**config.mk**
```make
export PLATFORM = sky130hd
export DESIGN_NAME = fir_out_requant
export DESIGN_NICKNAME = d
export VERILOG_FILES = /design/src/rtl/fir_pkg.sv /design/src/rtl/sync_fifo.sv /design/src/rtl/fir_out_requant.sv
export SDC_FILE = /design/constraint.sdc
export NUM_CORES = 1
export LEC_CHECK = 0
export BUFFER_PORTS_ARGS = -buffer_cell sky130_fd_sc_hd__clkbuf_2
export CAP_MARGIN = 40
export CORE_AREA = 2 2 208 108
export CTS_CLUSTER_SIZE = 25
export DETAILED_ROUTE_END_ITERATION = 6
export DIE_AREA = 0 0 210 110
export GPL_TIMING_DRIVEN = 0
export PLACE_DENSITY_LB_ADDON = 0.1
export SLEW_MARGIN = 5
export SYNTH_ARGS = -nofsm -noshare
export SYNTH_HDL_FRONTEND = slang
export SYNTH_HIERARCHICAL = 1
export SYNTH_SLANG_ARGS = --single-unit
```
**constraint.sdc**
```tcl
create_clock -name sys_clk -period 3.7 [get_ports sys_clk]
set_input_delay 0.185 -clock sys_clk [delete_from_list [all_inputs] [get_ports sys_clk]]
set_output_delay 0.185 -clock sys_clk [all_outputs]
set_load 0.01 [all_outputs]
```
**src/rtl/fir_pkg.sv**
```systemverilog
// Shared FIR definitions: widths and the round/saturate reference function.
// Latency: none (package).
// Backpressure: n/a.
package fir_pkg;

  localparam int FIR_OUT_W = 48;
  localparam int SAMPLE_W  = 24;
  // One guard bit above the filter width, so adding the rounding constant never wraps.
  localparam int SUM_W     = FIR_OUT_W + 1;

  typedef struct packed {
    logic                 sat;
    logic [FIR_OUT_W-1:0] val;
  } sat_res_t;

  // Arithmetic shift of an already-rounded sum, clamped to a signed out_w-bit range.
  // val is the clamped result, sign-extended to FIR_OUT_W bits.
  function automatic sat_res_t sat_round(input logic signed [SUM_W-1:0] sum,
                                         input int shift,
                                         input int out_w);
    logic signed [SUM_W-1:0] q;
    logic signed [SUM_W-1:0] one;
    logic signed [SUM_W-1:0] maxv;
    logic signed [SUM_W-1:0] minv;
    sat_res_t                r;
    one   = SUM_W'(1);
    q     = sum >>> shift;
    maxv  = (one <<< (out_w - 1)) - one;
    minv  = ~maxv;
    r.sat = 1'b0;
    r.val = q[FIR_OUT_W-1:0];
    if (q > maxv) begin
      r.sat = 1'b1;
      r.val = maxv[FIR_OUT_W-1:0];
    end else if (q < minv) begin
      r.sat = 1'b1;
      r.val = minv[FIR_OUT_W-1:0];
    end
    return r;
  endfunction

endpackage

```
**src/rtl/sync_fifo.sv**
```systemverilog
// Show-ahead synchronous FIFO with full/empty/count status.
// Latency: a write is visible at the head one edge later when the FIFO was empty.
// Backpressure: a write at full is refused unless a read happens in the same cycle.
module sync_fifo #(
  parameter int WIDTH = 24,
  parameter int DEPTH = 8
) (
  input  logic                     i_clk,
  input  logic                     i_rst_n,
  input  logic                     i_flush,
  input  logic                     i_wr_vld,
  input  logic [WIDTH-1:0]         i_wr_dat,
  input  logic                     i_rd_rdy,
  output logic [WIDTH-1:0]         o_rd_dat,
  output logic                     o_full,
  output logic                     o_empty,
  output logic [$clog2(DEPTH):0]   o_count
);

  localparam int AW = $clog2(DEPTH);

  logic [WIDTH-1:0] r_mem [DEPTH];
  logic [AW-1:0]    r_wptr;
  logic [AW-1:0]    r_rptr;
  logic [AW:0]      r_count;
  logic             w_rd;
  logic             w_wr;

  assign o_count = r_count;
  assign o_empty = (r_count == '0);
  assign o_full  = (r_count == (AW + 1)'(DEPTH));
  assign w_rd    = i_rd_rdy & ~o_empty;
  // Freeing a slot in the same cycle makes room for the incoming word.
  assign w_wr    = i_wr_vld & (~o_full | w_rd);
  // Head is forced to zero while empty so a flushed FIFO presents 0.
  assign o_rd_dat = o_empty ? '0 : r_mem[r_rptr];

  // Storage array: written only on an accepted write, no reset needed.
  always_ff @(posedge i_clk) begin
    if (w_wr) begin
      r_mem[r_wptr] <= i_wr_dat;
    end
  end

  // Pointer and occupancy bookkeeping; reset and flush both empty the FIFO.
  always_ff @(posedge i_clk) begin
    if (!i_rst_n || i_flush) begin
      r_wptr  <= '0;
      r_rptr  <= '0;
      r_count <= '0;
    end else begin
      if (w_wr) r_wptr <= r_wptr + AW'(1);
      if (w_rd) r_rptr <= r_rptr + AW'(1);
      case ({w_wr, w_rd})
        2'b10:   r_count <= r_count + (AW + 1)'(1);
        2'b01:   r_count <= r_count - (AW + 1)'(1);
        default: r_count <= r_count;
      endcase
    end
  end

endmodule

```
**src/rtl/fir_out_requant.sv**
```systemverilog
// FIR output stage: decimate, round half-up, saturate to OUT_W, buffer in a FIFO.
// Latency: kept sample at edge N is written to the FIFO at edge N+2 (3 register stages).
// Backpressure: input never stalls; a kept sample arriving at a full, unread FIFO is dropped and flagged.
module fir_out_requant
  import fir_pkg::*;
#(
  parameter int DECIM      = 4,
  parameter int SHIFT      = 23,
  parameter int OUT_W      = SAMPLE_W,
  parameter int FIFO_DEPTH = 8
) (
  input  logic                        sys_clk,
  input  logic                        sys_rst_n,
  input  logic signed [FIR_OUT_W-1:0] y_in,
  input  logic                        valid_in,
  output logic signed [OUT_W-1:0]     dout,
  output logic                        dout_valid,
  input  logic                        dout_ready,
  input  logic                        clear,
  output logic                        sat_flag,
  output logic                        overflow
);

  localparam int PH_W   = (DECIM > 1) ? $clog2(DECIM) : 1;
  localparam int CNT_W  = $clog2(FIFO_DEPTH) + 1;
  localparam int RND_SH = (SHIFT > 0) ? SHIFT - 1 : 0;
  localparam logic [PH_W-1:0]  PH_LAST = PH_W'(DECIM - 1);
  // Half an output LSB, added before the shift for round-half-up.
  localparam logic [SUM_W-1:0] RND     = (SHIFT > 0) ? (SUM_W'(1) << RND_SH) : '0;

  logic [PH_W-1:0]         r_phase;
  logic                    r_s1_vld;
  logic signed [SUM_W-1:0] r_s1_sum;
  logic                    r_s2_vld;
  logic [OUT_W-1:0]        r_s2_dat;
  logic                    r_sat;
  logic                    r_ovf;

  logic                    w_flush;
  logic                    w_keep;
  sat_res_t                w_sr;
  logic                    w_full;
  logic                    w_empty;
  logic [CNT_W-1:0]        w_count;
  logic                    w_rd;
  logic                    w_drop;

  assign w_flush    = ~sys_rst_n | clear;
  assign w_keep     = valid_in & (r_phase == '0);
  assign w_sr       = sat_round(r_s1_sum, SHIFT, OUT_W);
  assign w_rd       = dout_ready & ~w_empty;
  assign w_drop     = r_s2_vld & w_full & ~w_rd;
  assign dout_valid = ~w_empty;
  assign sat_flag   = r_sat;
  assign overflow   = r_ovf;

  // Decimation phase: counts every valid input, sample kept at phase 0.
  always_ff @(posedge sys_clk) begin
    if (w_flush) begin
      r_phase <= '0;
    end else if (valid_in) begin
      r_phase <= (r_phase == PH_LAST) ? '0 : r_phase + PH_W'(1);
    end
  end

  // Stage 1: sign-extend and add the rounding constant.
  always_ff @(posedge sys_clk) begin
    if (w_flush) begin
      r_s1_vld <= 1'b0;
      r_s1_sum <= '0;
    end else begin
      r_s1_vld <= w_keep;
      if (w_keep) r_s1_sum <= $signed({y_in[FIR_OUT_W-1], y_in}) + $signed(RND);
    end
  end

  // Stage 2: shift and clamp; saturation is remembered until reset/clear.
  always_ff @(posedge sys_clk) begin
    if (w_flush) begin
      r_s2_vld <= 1'b0;
      r_s2_dat <= '0;
      r_sat    <= 1'b0;
    end else begin
      r_s2_vld <= r_s1_vld;
      if (r_s1_vld) r_s2_dat <= w_sr.val[OUT_W-1:0];
      r_sat    <= r_sat | (r_s1_vld & w_sr.sat);
    end
  end

  // Sticky record of any kept sample lost to a full FIFO.
  always_ff @(posedge sys_clk) begin
    if (w_flush) r_ovf <= 1'b0;
    else         r_ovf <= r_ovf | w_drop;
  end

  sync_fifo #(
    .WIDTH (OUT_W),
    .DEPTH (FIFO_DEPTH)
  ) u_fifo (
    .i_clk    (sys_clk),
    .i_rst_n  (sys_rst_n),
    .i_flush  (clear),
    .i_wr_vld (r_s2_vld),
    .i_wr_dat (r_s2_dat),
    .i_rd_rdy (dout_ready),
    .o_rd_dat (dout),
    .o_full   (w_full),
    .o_empty  (w_empty),
    .o_count  (w_count)
  );

  // Invariants: full flag tracks occupancy, and the clamped value always fits OUT_W.
  a_full_cnt: assert property (@(posedge sys_clk) w_full == (w_count == CNT_W'(FIFO_DEPTH)));
  a_fits: assert property (@(posedge sys_clk)
    !r_s1_vld || (w_sr.val == FIR_OUT_W'($signed(w_sr.val[OUT_W-1:0]))));

endmodule
```
==> impl_metrics.toml <==
[drt]
wl_per_cell_um = 20.5
dr.pass1.iters = 5
vias = 6142
via_per_inst = 5.60
initialDrtViolationCount = 497
drc = 0
wl_um = 22500
ant_nets = 0

[clock_network]
htreeDepth = 1
clockBufferDepth = 3
cts.clk_slew.worst_paths_ns = 0.07
cts.sinks = 261
clk_latency_ns = 0.52
cts_buffers = 23
cts_tree = "yes"
cts-root-buf = "clkbuf_16"

[global_route]
grt_max_degree = 20
antenna_found_initial = 0
grt.overflow.total = 0
grt_pass1_wl_um = 34500
grt_usage_pct = 20.2
grt_pass1_vias = 5962

[yosys]
synth_xor_xnor_area_share_pct = 2.43
synth_mux_area_share_pct = 13.2
async_reset_ff_share_pct = 0
synth_compound_area_share_pct = 5.85
yosysWarnings = 6
synth_top_cell_by_area = "edfxtp_1"
synth_nets = 746
synth_top_family_by_area = "multiplexers"
synth_ff_type = "edfxtp_1"
yosysUniqueCellTypes = 47
avgSynthCellArea_um2 = 15.3
ys_seq_area_share_pct = 68.3
synth.area.top_cells = "edfxtp_1 (55%), dfxtp_1 (13%), mux4_2 (10%)"
synth_edf_count = 192
synth.top_cell.area_share_pct = 55.1
synthCells = 685
synthesis.area_um2 = 10500
yosys.area_share.simple_pct = 7.18
ys_seq_elements = 261
synth_fa_ha_area_share_pct = 1.03

[layout]
final_cell_mix = "edfxtp_1 (192), dfxtp_1 (69), nor2_1 (58), clkbuf_2 (58), mux4_2 (48)"
layout.nets = 862
num_antenna_cells = 0
syn_to_final_growth_pct = 17.0
final_common_cell = "edfxtp_1"
drive_gt1_share_pct = 22.9

[worst_setup_path]
crit_arrival_ns = 2.60
end_kind = "output port"
rr_worst_depth = 7
cp_max_fo = 10
critPathLaunchType = "flop"
required_ns = 3.51
crit_type = "flop to output port"

[pwr]
power.density_nw_per_um2 = 467
p_leak_nw = 4.26
finalPower_w = 0.00571
vdd_drop_max_mv = 0.341

[flow_run]
maxCapViolations = 0

[sta]
clock_skew_ns = 0.00769
worst_slew_pin_slew_ns = 0.863
final_max_slew_viol_count = 0
rsz0062_at_grt = "false"
timing.fmax_mhz = 359
hold_viol = 0
finalSetupViolCount = 0
fin_tns_setup_ns = 0
layout_min_cycle_time_ns = 2.78
slew_headroom_pct = 42.2
final.period_utilization_pct = 75.3

[floorplanning]
floorplan.rows = 38
dieArea_um2 = 23100
initial_core_util_pct = 49.2
die_w_um = 210
coreArea_um2 = 21300
pin_count = 80
die_h_um = 110

[min_path]
holdCritPathClass = "primary input to flop"
hold_path_depth = 3

[place]
gp_congestion = 0.820
numPortBuffers = 57
dp_hpwl_um = 15900

[run_status]
outcome = "completed"
state kept, by name, summed over array words and instances, names as in the netlist, named ones only:
| signal | count |
|---|---|
| u_fifo/r_rptr | 3 |
| r_s2_dat | 24 |
| u_fifo/r_mem | 192 |
| sat_flag | 1 |
| r_s1_vld | 1 |
| overflow | 1 |
| u_fifo/r_wptr | 3 |
| r_s2_vld | 1 |
| u_fifo/o_count | 4 |
| r_s1_sum | 26 |
| r_phase | 2 |
metal layers:
metal,global-route usage [%],vias to the layer above,routed length [µm]
met4,3.44,0,275
li1,-,2845,-
met1,30.5,3098,11000
met3,4.36,23,1500
met5,0,-,0
met2,30.9,176,9690
timing repair:
item | 4_1_cts | 5_1_grt
endpoints found under the hold margin | 16 | 0
hold buffers | 15 | 0
setup buffers | 0 | 0
setup endpoints to repair | 0 | 0
gates resized for setup | 0 | 0
metrics by stage:
step	cells	area (µm²)	utilization (%)	setup WS, ns	hold slack [ns]
2_1_floorplan	685	10500	-	0.207	0.337
3_3_place_gp	1022	11100	52.2	-2.02	0.449
3_5_place_dp	1040	11300	53.3	1.15	0.451
4_1_cts	1096	12200	57.5	0.851	0.000575
5_1_grt	1097	12200	57.6	0.738	0.0201
6_report	1097	12200	57.6	0.915	0.0215
logic make-up (layout without fill, tap and decap cells):
| kind of cell | after synthesis | in the layout |
|---|---|---|
| DFF | 261 | 261 |
| adders and majority gates | 8 | 8 |
| buffers and inverters | 47 | 179 |
| and+or+nand+nor | 157 | 157 |
| muxes | 78 | 78 |
| AOI/OAI and AO/OA | 105 | 105 |
| xor gates and xnor gates | 29 | 29 |
Yosys cell counts, types with 2 or more instances:
cell / number
nor3_1: 12
o21ai_0: 40
nor2_1: 61
nand2_1: 39
and2_1: 5
nand2b_1: 6
nor2b_1: 2
dfxtp_1: 69
nand3_1: 10
clkbuf_1: 19
ha_1: 7
buf_1: 4
inv_1: 11
a31oi_1: 5
mux4_2: 48
buf_2: 8
mux2i_1: 30
nand3b_1: 2
and4_1: 5
xor2_1: 10
buf_4: 3
a211oi_1: 9
edfxtp_1: 192
o211ai_1: 2
nand4_1: 5
xnor2_1: 19
or3_1: 3
a21oi_1: 40
cell type report:
cell class	count	area, µm²
fill	1647	9020
clock inverter	16	165
tap	280	350
multi-input combinational	377	3150
inverter	11	41.3
sequential	261	7150
buffer	36	165
clock buffer	25	583
timing repair buffer	91	631
path summary, 6_finish.rpt:
| check | end | slack (ns) | startpoint |
|---|---|---|---|
| max | dout[16] | 0.92 | flop |
| min | r_s1_sum[24]$_SDFFE_PP0P_ | 0.02 | y_in[24] |
| max reg2reg | u_fifo/r_mem[4][19]$_DFFE_PP_ | 1.13 | u_fifo/o_count[1]$_SDFFE_PP0P_ |
| min reg2reg | r_s2_dat[15]$_SDFFE_PP0P_ | 0.45 | r_s1_sum[38]$_SDFFE_PP0P_ |
critical path, cell delays in order (launching register included):
cell and delay (ns):
dfxtp_1 0.40, clkbuf_1 0.55, buf_2 0.40, mux4_2 0.35, mux2i_1 0.16, nor2_1 0.08
clkbuf_2 0.15
report_power, final:
part	total, W	internal, W	switching [W]
Sequential	0.00316	0.00313	0.0000227
Combinational	0.000167	0.0000659	0.000101
Clock	0.00239	0.00136	0.00103
Note: power is estimated with default switching activity, not from simulation.
